**config.mk**
```make
export PLATFORM = sky130hd
export DESIGN_NAME = dm_frame_ctrl
export DESIGN_NICKNAME = d
export VERILOG_FILES = /design/src/rtl/dm_frame_ctrl.sv
export SDC_FILE = /design/constraint.sdc
export NUM_CORES = 1
export LEC_CHECK = 0
export ABC_CLOCK_PERIOD_IN_PS = 3380
export CORE_ASPECT_RATIO = 0.75
export CORE_UTILIZATION = 40
export CTS_BUF_LIST = sky130_fd_sc_hd__clkbuf_16
export DETAILED_ROUTE_END_ITERATION = 8
export PLACE_DENSITY = 0.53
export SLEW_MARGIN = 40
export SYNTH_ARGS = -nofsm -noshare
export SYNTH_HDL_FRONTEND = slang
export SYNTH_SLANG_ARGS = --single-unit
export TNS_END_PERCENT = 10
```
**constraint.sdc**
```tcl
create_clock -name CLK -period 3.38 [get_ports CLK]
set_input_delay 0.676 -clock CLK [delete_from_list [all_inputs] [get_ports CLK]]
set_output_delay 0.676 -clock CLK [all_outputs]
set_load 0.02 [all_outputs]
```
**src/rtl/dm_frame_ctrl.sv**
```systemverilog
// dm_frame_ctrl: UART frame parser driving a 5x7 multiplexed dot-matrix display.
// Ports: CLK system clock; reset async active-low; rx_data/rx_valid received byte strobe;
//        rowOut row drive and colOut one-hot column select (registered, zero while disabled);
//        dm_enabled display status; frame_ok/frame_err one-cycle commit/reject pulses.
module dm_frame_ctrl #(
  parameter int SCAN_DIV    = 50000,
  parameter int TIMEOUT_CYC = 2000000
) (
  input  logic       CLK,
  input  logic       reset,
  input  logic [7:0] rx_data,
  input  logic       rx_valid,
  output logic [6:0] rowOut,
  output logic [4:0] colOut,
  output logic       dm_enabled,
  output logic       frame_ok,
  output logic       frame_err
);
  typedef enum logic [2:0] {IDLE, GET_LEN, GET_CMD, GET_PAY, DISCARD} state_t;
  localparam logic [7:0] SYNC = 8'h7E, C_EN = 8'hA8, C_DIS = 8'hA4, C_COL = 8'hAC;
  state_t      r_state, w_next;
  logic [7:0]  r_cnt, w_cnt, r_cmd;
  logic [4:0]  r_col;
  logic [31:0] r_to, r_div;
  logic [2:0]  r_idx;
  logic        r_en, w_en, r_ok, r_err, w_ok, w_err, w_wr, w_commit;
  logic [6:0]  r_buf [5];
  logic [6:0]  r_row;
  logic [4:0]  r_colsel;
  logic [7:0]  w_cmd;
  logic        w_last, w_legal, w_timeout, w_bad_col, w_wrap;
  assign w_last    = r_cnt == 8'd1;
  // SET_COL is only legal with exactly three frame bytes; r_cnt still holds LEN here
  assign w_legal   = rx_data == C_EN || rx_data == C_DIS || (rx_data == C_COL && r_cnt == 8'd3);
  assign w_timeout = r_state != IDLE && r_to == 32'(TIMEOUT_CYC - 1);
  // a one-byte frame commits straight from GET_CMD, before r_cmd is loaded
  assign w_cmd     = r_state == GET_CMD ? rx_data : r_cmd;
  assign w_bad_col = w_cmd == C_COL && r_col > 5'd4;
  assign w_wrap    = r_div == 32'(SCAN_DIV - 1);
  always_comb begin
    w_next   = r_state;
    w_cnt    = r_cnt;
    w_commit = 1'b0;
    w_err    = 1'b0;
    if (rx_valid) begin
      unique case (r_state)
        IDLE: w_next = rx_data == SYNC ? GET_LEN : IDLE;
        GET_LEN: begin
          w_cnt  = rx_data;
          w_err  = rx_data == 8'd0;
          w_next = rx_data == 8'd0 ? IDLE : GET_CMD;
        end
        GET_CMD: begin
          w_cnt    = r_cnt - 8'd1;
          w_commit = w_legal && w_last;
          w_err    = !w_legal && w_last;
          w_next   = w_last ? IDLE : w_legal ? GET_PAY : DISCARD;
        end
        GET_PAY: begin
          w_cnt    = r_cnt - 8'd1;
          w_commit = w_last;
          w_next   = w_last ? IDLE : GET_PAY;
        end
        DISCARD: begin
          w_cnt  = r_cnt - 8'd1;
          w_err  = w_last;
          w_next = w_last ? IDLE : DISCARD;
        end
        default: w_next = IDLE;
      endcase
    end else if (w_timeout) begin
      w_err  = 1'b1;
      w_next = IDLE;
    end
    w_ok  = w_commit && !w_bad_col;
    w_err = w_err || (w_commit && w_bad_col);
    w_wr  = w_ok && w_cmd == C_COL;
    w_en  = w_ok && w_cmd == C_EN ? 1'b1 : w_ok && w_cmd == C_DIS ? 1'b0 : r_en;
  end
  always_ff @(posedge CLK or negedge reset) begin
    if (!reset) begin
      r_state  <= IDLE;
      r_cnt    <= '0;
      r_cmd    <= '0;
      r_col    <= '0;
      r_to     <= '0;
      r_en     <= 1'b0;
      r_ok     <= 1'b0;
      r_err    <= 1'b0;
      r_div    <= '0;
      r_idx    <= '0;
      r_row    <= '0;
      r_colsel <= '0;
      for (int i = 0; i < 5; i++) r_buf[i] <= '0;
    end else begin
      r_state <= w_next;
      r_cnt   <= w_cnt;
      r_en    <= w_en;
      r_ok    <= w_ok;
      r_err   <= w_err;
      r_to    <= rx_valid || r_state == IDLE ? '0 : r_to + 32'd1;
      if (rx_valid && r_state == GET_CMD) r_cmd <= rx_data;
      // first payload byte of a three-byte frame carries the column
      if (rx_valid && r_state == GET_PAY && r_cnt == 8'd2) r_col <= rx_data[4:0];
      if (w_wr) r_buf[r_col[2:0]] <= rx_data[6:0];
      r_div    <= w_wrap ? '0 : r_div + 32'd1;
      r_idx    <= w_wrap ? (r_idx == 3'd4 ? 3'd0 : r_idx + 3'd1) : r_idx;
      r_colsel <= r_en ? 5'b1 << r_idx : '0;
      r_row    <= r_en ? r_buf[r_idx] : '0;
    end
  end
  assign rowOut     = r_row;
  assign colOut     = r_colsel;
  assign dm_enabled = r_en;
  assign frame_ok   = r_ok;
  assign frame_err  = r_err;
endmodule

```
==> run metrics, run 1 <==
Diodes inserted 0; GRT Util Overall 18.1%; WP depth 6; CTS root buf clkbuf_16; initial antenna violation count 0; CP max stage cell a221oi_4; wire length on met2 6520 um; worst-margin pin slew 0.702 ns; Syn Inst Count 620; Leak Pwr 3.52 nW; number of synthesized flops with an enable pin 0; Reg clk slew, reported paths 0.06 ns; CP Cell Sequence clkdlybuf4s50_1, nor3_2, nand4b_2, a221oi_4, nand4_2, mux2_2; Die ar. 17700 um^2; Sw Share 24.3%; top cells by area, synth dfrtp_1 51%, mux2_2 8.0%, xnor2_1 4.1%; post-synthesis cell type with the largest combined area dfrtp_1; Crit path max-delay family simple AND/OR/NAND/NOR gates; worst vdd ir 0.287 mV; CTS H-Tree Depth 4; Comb power frac 7.8%; status finished clean; clk sinks 141; crit path capture r_buf[34]; Seq pwr share 45.7%; Boundary Pins 26; setup TNS 0 ns; WL/cell 16.5 um; worst hold path type in2async; Die Y 116 um; starting density of the core 40.9%; Worst R2R End r_buf[34]; CTS Buffer Depth 2; Final HPWL DP 10200 um; RD Place Congestion 0.841; Post-CTS Resized 0; max_cap viols 0; FF-to-FF Start r_cnt[2]; reg2reg path depth 5; crit-path max FO 8; Seq cells post-synth 141; DRT antenna net count 0; Final Slew Violations 0; Rows 41; worst hold slack 0.289 ns; CP startpoint kind input port; period utilisation layout 82.7%; number of port buffers 25; layout cell share with drive strength beyond 1 17.6%; P per Cell Area 497 nW/um^2; Layout Utilization 47.5%; Final Hold Violating Endpoints 0; Sw Pwr 0.000964 W; clk_lat worst skew 0.42 ns; global-route wire length before repair 24500 um; Clock Power Share 46.6%; crit path time final 2.80 ns; Die X 153 um; Yosys Warn Count 0; R2R setup slack 0.87 ns; Initial DRT Pass Iterations 5; Max Clk Rate 358 MHz; CTS tree yes; largest net degree at the start of global routing 83; Starting DRT DRC Count 334; Routed met3 length 475 um; Pint 0.00301 W; vias in the first global route 4666; CTS Hold Bufs 0; Bufs and invs on worst path 1; setup violators final 0; slowest stage delay, CP 0.59 ns; vias after detailed routing 4794; total gr overflow 0; Yosys cell types 53; Post-CTS Setup Bufs 0; clk_skew 0.00723 ns; met1 wire length 7330 um; Final #Nets 675; syn avg cell area 11.1 um^2; sequential cell area fraction in the yosys report 51.3%; Critical Path RT 3.68 ns; ys async rst share 100%; Crit. Startpoint rx_data[6]; critical path endpoint category flop; Core Region 16800 um^2; Highest Signal Layer met4; Worst Path Arrival 3.10 ns; area fraction of the dominant cell type after synthesis 51.3%; RSZ-0062 raised after global routing no; wirelength, routed 14500 um; Mapped Nets 642; Max transition margin 53.1%; drt via density 5.45; DRC 0; Most used DFF post-synth dfrtp_1; Area Growth Syn to Fin 16.3%; Num CTS Buffers 17; crit path kind in2reg; fill cell count 1526; Syn Std Cell Area 6880 um^2
==> stage by stage <==
stage | std cells | setup slack [ns] | power, W | instance area (um^2)
floorplan | 620 | 0.750 | 0.00201 | 6880
global placement | 849 | 0.281 | 0.00215 | 7410
detailed placement | 849 | 0.205 | 0.00216 | 7410
CTS | 880 | 0.648 | 0.00403 | 7990
global route | 880 | 0.496 | 0.00414 | 7990
finish | 880 | 0.584 | 0.00397 | 7990
==> flip-flops by register name, summed over array words and instances, names as in the netlist, 3 cells and up <==
signal   count
colOut       5
r_buf       35
r_cmd        8
r_cnt        8
r_col        5
r_div       32
r_idx        3
r_state      3
r_to        32
rowOut       7
==> synth_stat cells (3+ instances only) <==
master,count
dfrtp_1,141
nor2_1,63
mux2_2,49
nand2_1,37
nand3_1,34
xnor2_1,32
o21ai_0,22
nand4_1,21
xor2_1,21
clkbuf_1,19
a21oi_1,15
nor4_1,14
inv_1,13
and3_1,12
nor3_1,12
ha_1,11
and4_1,8
or3_1,8
a22o_1,7
and2_1,7
mux4_2,7
nand4_2,6
a22oi_1,4
a31oi_1,4
nor3b_1,4
nor4b_1,4
o2bb2ai_1,4
buf_2,3
nor2b_1,3
or4_1,3
==> layout make-up <==
type | instances | area (um^2) | share of cell area [%]
sequential | 141 | 3530 | 44.1
multi-input combinational | 441 | 3200 | 40.0
clock buffer | 17 | 425 | 5.32
timing repair buffer | 39 | 372 | 4.65
tap | 215 | 269 | 3.37
clock inverter | 14 | 153 | 1.91
inverter | 13 | 48.8 | 0.610
==> power groups by stage <==
stage / clock network (W) / registers, W / logic (W)
finish: 0.00185 / 0.00181 / 0.000308
floorplan: 0 / 0.00184 / 0.000174
global route: 0.00196 / 0.00182 / 0.000351
global placement: 0 / 0.00184 / 0.000310
CTS: 0.00190 / 0.00181 / 0.000314
detailed placement: 0 / 0.00184 / 0.000314
==> layout by cell type, fill, tap and decap left out, types with 7 or more instances in the layout <==
| cell type | count |
|---|---|
| mux4_2 | 7 |
| nand3_1 | 34 |
| ha_1 | 11 |
| dfrtp_1 | 141 |
| nor2_1 | 62 |
| clkbuf_16 | 17 |
| o21ai_0 | 22 |
| nor4_1 | 13 |
| xnor2_1 | 32 |
| inv_1 | 14 |
| a22o_1 | 7 |
| xor2_1 | 21 |
| a21oi_1 | 15 |
| buf_4 | 13 |
| and2_1 | 7 |
| nand2_1 | 37 |
| nor3_1 | 11 |
| mux2_2 | 49 |
| and4_1 | 8 |
| clkdlybuf4s50_1 | 24 |
| nand4_1 | 21 |
| or3_1 | 8 |
| and3_1 | 12 |
==> layer usage <==
metal / vias up / global-route usage (%)
li1: 2305 / -
met1: 2405 / 25.3
met2: 68 / 27.4
met3: 16 / 4.11
met4: 0 / 7.13
met5: - / 0
==> logic make-up (layout without fill, tap and decap cells) <==
family	Yosys count	count (layout)	synth area share (%)
compound gates	73	73	7.33
fa+ha+maj	11	11	2.00
simple gates	248	248	19.9
xor+xnor	53	53	6.75
mux	56	56	10.3
buf+inv	38	83	2.37
flops	141	141	51.3
==> worst min path at each step <==
stage	from	slack, ns	depth (start not counted)	to
floorplan	reset	0.38	0	colOut[0]
global placement	r_div[31]	0.47	1	r_div[31]
detailed placement	r_to[0]	0.47	1	r_to[0]
CTS	reset	0.33	1	colOut[2]
global route	reset	0.35	1	rowOut[4]
finish	reset	0.29	1	rowOut[4]
(Power assumes the default switching activity.)
==> run 2, diff against run 1 <==
--- a/config.mk
+++ b/config.mk
@@ -5,12 +5,12 @@
 export SDC_FILE = /design/constraint.sdc
 export NUM_CORES = 1
 export LEC_CHECK = 0
-export ABC_CLOCK_PERIOD_IN_PS = 3380
+export ABC_CLOCK_PERIOD_IN_PS = 2400
 export CORE_ASPECT_RATIO = 0.75
 export CORE_UTILIZATION = 40
 export CTS_BUF_LIST = sky130_fd_sc_hd__clkbuf_16
 export DETAILED_ROUTE_END_ITERATION = 8
-export PLACE_DENSITY = 0.53
+export PLACE_DENSITY = 0.55
 export SLEW_MARGIN = 40
 export SYNTH_ARGS = -nofsm -noshare
 export SYNTH_HDL_FRONTEND = slang
==> constraint.sdc (replaced) <==
create_clock -name CLK -period 2.4 [get_ports CLK]
set_input_delay 0.48 -clock CLK [delete_from_list [all_inputs] [get_ports CLK]]
set_output_delay 0.48 -clock CLK [all_outputs]
set_load 0.02 [all_outputs]
==> run metrics, run 2 (same netlist as run 1, synthesis figures left out) <==
CTS root buf clkbuf_16; largest registers r_buf x35, r_div x32, r_to x32; met1 usage 25.4% (+0.16 points); clk_skew 0.0126 ns (+0.00535 ns); Die X 153 um (unchanged); Reg clk slew, reported paths 0.06 ns (about the same); post-route setup slack 0.0716 ns (-0.512 ns); Leak Pwr 3.63 nW (+3.2%); CTS H-Tree Depth 4 (unchanged); P per Cell Area 695 nW/um^2 (+40%); CP max stage cell clkdlybuf4s50_1; Initial DRT Pass Iterations 5 (unchanged); max FFs per register 35 (unchanged); vias in the first global route 4947 (+6.0%); clk_lat worst skew 0.42 ns (about the same); period utilisation layout 97.0%; CP Cell Sequence clkdlybuf4s50_1, nor3_4, nand4b_4, buf_12, a221oi_4, nand4_2, mux2_2; worst vdd ir 0.540 mV (+88%); CP startpoint kind input port; commonest cells after routing, fill and taps aside 141 x dfrtp_1, 63 x nor2_1, 49 x mux2_2; setup violators final 0 (unchanged); CTS Buffer Depth 2 (unchanged); Worst Path Arrival 2.64 ns (-0.46 ns); crit path kind in2reg; Core Region 16800 um^2 (unchanged); DRT antenna net count 0 (unchanged); Diodes inserted 0 (unchanged); wirelength, routed 15300 um (+4.9%); Post-CTS Resized 0 (unchanged); number of port buffers 25 (unchanged); Starting DRT DRC Count 251 (-25%); CTS Hold Bufs 0 (unchanged); Area Growth Syn to Fin 19.3%; routing usage on met2 29.4% (+2.0 points); Final HPWL DP 10900 um (+6.4%); Top Usage Layer GRT met2; Place WS -0.381 ns (-0.587 ns); CTS tree yes; setup TNS 0 ns (unchanged); crit path time final 2.33 ns; max_cap viols 0 (unchanged); Post-CTS Setup Bufs 0 (unchanged); Rows 41 (unchanged); violated checks hold timing; Crit. Startpoint rx_data[1]; total gr overflow 0 (unchanged); Final Hold Violating Endpoints 3 (+3); global-route wire length before repair 25500 um (+4.2%); Largest Register r_buf; RD Place Congestion 0.846 (+0.57%); drt via density 5.45 (about the same); starting density of the core 40.9% (unchanged); Die Y 116 um (unchanged); critical path endpoint category flop; FF-to-FF Start r_cnt[2]; commonest non-fill, non-tap cell in the layout dfrtp_1; slowest stage delay, CP 0.46 ns (-0.13 ns); RSZ-0062 raised after global routing yes; GRT Util Overall 18.6% (+0.53 points); clk sinks 141 (unchanged); WL/cell 16.9 um (+2.1%); worst hold path type in2async; initial antenna violation count 0 (unchanged); DRC 0 (unchanged); status complete, but fails checks; worst hold slack -0.00386 ns (-0.293 ns); Die ar. 17700 um^2 (unchanged); Final #Nets 698 (+3.4%); worst-margin pin slew 0.709 ns (+0.00720 ns); crit-path max FO 7 (-1); vias after detailed routing 4927 (+2.8%); Boundary Pins 26 (unchanged); Max transition margin 52.7% (-0.48 points); largest net degree at the start of global routing 56 (-33%); Critical Path RT 2.71 ns (-0.97 ns); Final Slew Violations 0 (unchanged); Num CTS Buffers 17 (unchanged); Max Clk Rate 429 MHz; layout cell share with drive strength beyond 1 20.2% (+2.6 points); GR Layer Usage met3 4.90% (+0.79 points)
==> run 2: cell types whose count changed in the layout (fill, tap and decap cells not counted), moves of 2 or more <==
cell	change
buf_4	+22
clkinv_2	-3
clkinvlp_4	+2
nor3_2	-2
==> run 2: worst paths after layout <==
check,cells after the start,to,slack (ns)
max,7,r_buf[12],0.07
min,1,rowOut[4],-0.004
max reg2reg,6,r_buf[12],0.12
max in group asynchronous,2,colOut[4],1.67
min reg2reg,1,r_to[0],0.49
min in group CLK,1,r_to[0],0.49
==> run 2: metrics by stage <==
| step | util [%] | total power (W) | cell area (um^2) | hold slack [ns] | std cells |
|---|---|---|---|---|---|
| 6_report | 48.7 | 0.00570 | 8200 | -0.00386 | 904 |
| 5_1_grt | 48.7 | 0.00595 | 8200 | 0.0245 | 904 |
| 4_1_cts | 48.7 | 0.00577 | 8200 | 0.0100 | 904 |
| 3_5_place_dp | 45.2 | 0.00309 | 7610 | 0.460 | 872 |
| 3_3_place_gp | 45.2 | 0.00307 | 7610 | 0.449 | 872 |
| 2_1_floorplan | - | 0.00284 | 6890 | 0.184 | 620 |
==> run 2: area by class of cell <==
type                       count  area (um^2)
clock inverter                15          170
inverter                      13         48.8
tap                          215          269
multi-input combinational    441         3210
timing repair buffer          62          554
sequential                   141         3530
fill                        1517         8620
clock buffer                  17          425
==> run 2: worst max-delay path, delay by kind of cell <==
| kind | cells | cell delay (ns) |
|---|---|---|
| mux | 1 | 0.36 |
| buf+inv | 2 | 0.62 |
| compound gates | 1 | 0.43 |
| simple gates | 3 | 0.73 |
==> run 2: report_power, final <==
group | internal (W) | switching (W)
Clock | 0.00163 | 0.00103
Combinational | 0.000194 | 0.000289
Sequential | 0.00246 | 0.0000975
Total | 0.00428 | 0.00142
==> run 2: per-layer routing <==
| metal | vias up | share of wire [%] |
|---|---|---|
| li1 | 2360 | - |
| met1 | 2462 | 50 |
| met2 | 94 | 45 |
| met3 | 11 | 4.2 |
| met4 | 0 | 0.75 |
| met5 | - | 0 |
==> edit 1 (settings of run 1) <==
`r_to` no longer has a reset.
--- a/src/rtl/dm_frame_ctrl.sv
+++ b/src/rtl/dm_frame_ctrl.sv
@@ -84,5 +84,4 @@
       r_cmd    <= '0;
       r_col    <= '0;
-      r_to     <= '0;
       r_en     <= 1'b0;
       r_ok     <= 1'b0;
@@ -99,5 +98,4 @@
       r_ok    <= w_ok;
       r_err   <= w_err;
-      r_to    <= rx_valid || r_state == IDLE ? '0 : r_to + 32'd1;
       if (rx_valid && r_state == GET_CMD) r_cmd <= rx_data;
       // first payload byte of a three-byte frame carries the column
@@ -110,4 +108,8 @@
     end
   end
+
+  always_ff @(posedge CLK) begin
+    r_to <= rx_valid || r_state == IDLE ? '0 : r_to + 32'd1;
+  end
   assign rowOut     = r_row;
   assign colOut     = r_colsel;
Function: same outputs for any inputs over 4 cycles, from zero or initial values and one cycle with reset low; that may be too few to reach the edited logic, so the function may still have changed.
==> edit 1 against run 1 <==
- the flow now finishes with violations (design-rule violations)
- critical path depth did not move
- sequential cell count did not move
- final area fell by 1.7%
- synthesized area fell by 1.5%
- synthesized cell count fell by 0.32%
- setup slack improved by 0.21 ns
- wire length fell by 2.3%
- count of clock-buffer cells in the layout did not move
- power fell by 0.63%
==> edit 1: results (changes against run 1) <==
vias in the first global route 4653 (-0.28%); status finished, violations left; Post-synth top cells dfrtp_1 (109), nor2_1 (59), nand2_1 (36); failing checks design-rule violations; DRT iter0 DRCs 324 (-3.0%); ratio of cells with drive above 1 in the final layout 15.8% (-1.8 points); drt pass-1 iters 6 (+1); library cells used by synthesis 59 (+11%); gpl congestion 0.789 (-6.2%); final WL 14200 um (-2.3%); fraction of registers with async set or reset after synthesis 77.3% (-23 points); sequential element share of the synthesized area 49.7% (-1.6 points); Remaining DRCs 2 (+2); reg2reg end r_buf[1]; skew final 0.00872 ns (+0.00149 ns); # fillers 1448 (-5.1%); hold slack 0.218 ns (-0.0715 ns); synth top area cells dfrtp_1 (40%), dfxtp_1 (9.5%), mux2_2 (5.3%); cell total after placement 842 (-0.82%); Max rail drop VDD 0.271 mV (-5.6%); slowest CP cell and4_1; Synth Area per Inst 11.0 um2 (-1.2%); placed cell area 7280 um2 (-1.7%); first-pass GRT wire length 24900 um (+1.9%); slowest stage delay, CP 0.52 ns (-0.07 ns); Place WS 0.334 ns (+0.128 ns); Total GRT Usage 18.4% (+0.32 points); Via-to-Cell Ratio 5.35 (-1.8%); worst reg2reg setup slack 0.90 ns (+0.03 ns)
-- edit 1: cell count changes after synthesis, sizes merged, moves of 5 or more --
cell | before | now
and3 | 12 | 20
dfrtp | 141 | 109
dfxtp | 0 | 32
nand3 | 34 | 24
nand4 | 27 | 22
nor3 | 13 | 18
-- edit 1: worst max path at each step --
| stage | from | to | slack (ns) | depth (start not counted) |
|---|---|---|---|---|
| 6_report | rx_data[4] | r_buf[1] | 0.80 | 6 |
| 4_1_cts | rx_data[4] | r_buf[1] | 0.78 | 6 |
| 2_1_floorplan | rx_data[1] | r_buf[0] | 0.74 | 7 |
| 3_3_place_gp | rx_data[1] | r_buf[4] | 0.36 | 6 |
| 5_1_grt | rx_data[4] | r_buf[1] | 0.67 | 6 |
| 3_5_place_dp | rx_data[4] | r_buf[1] | 0.33 | 6 |
-- edit 1: area by class of cell --
class / count / area (um2) / share of cell area, %
Clock buffer: 17 / 425 / 5.41
Clock inverter: 14 / 146 / 1.86
Inverter: 18 / 67.6 / 0.859
Multi-Input combinational cell: 434 / 3220 / 41.0
Sequential cell: 141 / 3370 / 42.8
Tap cell: 210 / 263 / 3.34
Timing Repair Buffer: 39 / 369 / 4.70
-- edit 1: logic make-up after synthesis --
group	count (synthesis)	share of synthesized area [%]
compound gates	65	6.86
xor+xnor	55	7.11
fa+ha+maj	11	2.03
buf+inv	43	2.77
flops	141	49.7
mux	56	10.9
simple gates	247	20.6
-- edit 1: power by group --
group	leakage [nW]	internal, mW	switching [mW]
registers	1.73	1.75	0.0711
logic	1.37	0.112	0.195
clock network	0.265	1.08	0.745
-- edit 1: layer usage --
metal	part of all wire (%)	GRT usage, %	up-vias
met5	0	0	-
met4	0.93	5.51	0
met3	3.8	4.66	9
met2	43	26.6	65
met1	52	26.8	2304
li1	-	-	2293
==> edit 2 (settings of run 1) <==
Without the edit above. The parameter `TIMEOUT_CYC` goes from 2000000 to 1000000.
--- a/src/rtl/dm_frame_ctrl.sv
+++ b/src/rtl/dm_frame_ctrl.sv
@@ -5,5 +5,5 @@
 module dm_frame_ctrl #(
   parameter int SCAN_DIV    = 50000,
-  parameter int TIMEOUT_CYC = 2000000
+  parameter int TIMEOUT_CYC = 1000000
 ) (
   input  logic       CLK,
Check against the original RTL: same outputs for any inputs over 4 cycles, from zero or initial values and one cycle with reset low; that may be too few to reach the edited logic, so the function may still have changed.
==> edit 2 against run 1 <==
- power increased by 3.4%
- final area increased by 0.55%
- clock power increased by 4%
- sequential cell count unchanged
- global-route usage increased by 0.48 points
- sequential share of layout area decreased by 0.24 points
- synthesized area decreased by 0.35%
- setup slack improved by 0.045 ns
- wire length increased by 4.8%
- combinational power increased by 12%
==> edit 2: results (changes against run 1) <==
status finished clean; Place WS 0.239 ns (+0.0338 ns); cell total after placement 863 (+1.6%); max layer used met4; met3 routed WL 607 um (+28%); ratio of cells with drive above 1 in the final layout 16.8% (-0.83 points); gpl congestion 0.855 (+1.7%); Synthesis Warnings 0 (unchanged); Pleak 3.51 nW (-0.31%); Worst Path Max Fanout 7 (-1); via count 4946 (+3.2%); DP HPWL 10500 um (+2.2%); critical path arrival 3.05 ns (-0.05 ns); synth top area cells dfrtp_1 (51%), mux2_2 (8.1%), xnor2_1 (4.0%); met3 GRT Util 5.01% (+0.90 points); first-pass GRT wire length 25300 um (+3.3%); Synth Area per Inst 10.8 um2 (-2.4%); placed cell area 7420 um2 (+0.15%); initial antenna violation count 0 (unchanged); met1 wire length 7920 um (+8.0%); syn_nets 655 (+2.0%); DRT iter0 DRCs 395 (+18%); met1 Use GR 26.9% (+1.7 points); slowest CP cell clkdlybuf4s50_1; largest net degree at the start of global routing 92 (+11%); post-DR wirelength/cell 17.0 um (+3.0%); nets 689 (+2.1%); worst reg2reg setup slack 0.71 ns (-0.16 ns); # fillers 1476 (-3.3%); slowest stage delay, CP 0.50 ns (-0.09 ns); Core Util, Final 47.9% (+0.41 points); reg2reg end r_buf[16]; hold slack 0.277 ns (-0.0128 ns); Met2 Routed Length 6570 um (+0.77%); skew final 0.0153 ns (+0.00809 ns); Slew @ Worst Pin 0.727 ns (+0.0257 ns); vias in the first global route 4734 (+1.5%); Total GRT Usage 18.5% (+0.48 points); Via-to-Cell Ratio 5.53 (+1.4%); internal power 3.10 mW (+2.9%); sequential element share of the synthesized area 51.5% (+0.18 points); Worst Setup SP rx_valid; minimum clock period 2.75 ns (-0.0449 ns)
-- edit 2: changes by cell type after synthesis, sizes merged, moves of 5 or more --
cell,change
nand2,+8
or4,+5
nor3,+8
and4,-5
inv,+7
clkbuf,+6
nand3,-6
nor2,-12
-- edit 2: power by group through the flow --
stage	sequential, mW	combinational (mW)	clock [mW]
2_1_floorplan	1.84	0.223	0
3_3_place_gp	1.86	0.335	0
3_5_place_dp	1.87	0.343	0
4_1_cts	1.84	0.347	1.97
5_1_grt	1.85	0.392	2.05
6_report	1.84	0.345	1.93
-- edit 2: cell type report --
class	instances	share of cell area [%]
clock buffers	17	5.29
clock inverters	15	2.23
inverters	20	0.934
multi-input cells	445	39.4
flip-flops and latches	141	43.9
well taps	215	3.35
repair buffers	42	4.92
-- edit 2: logic make-up after synthesis --
group	Yosys count	synth area share [%]
mux	59	10.8
compound gates	75	7.20
xor+xnor	49	6.26
fa+ha+maj	11	2.01
buf+inv	47	2.59
flops	141	51.5
simple gates	251	19.6
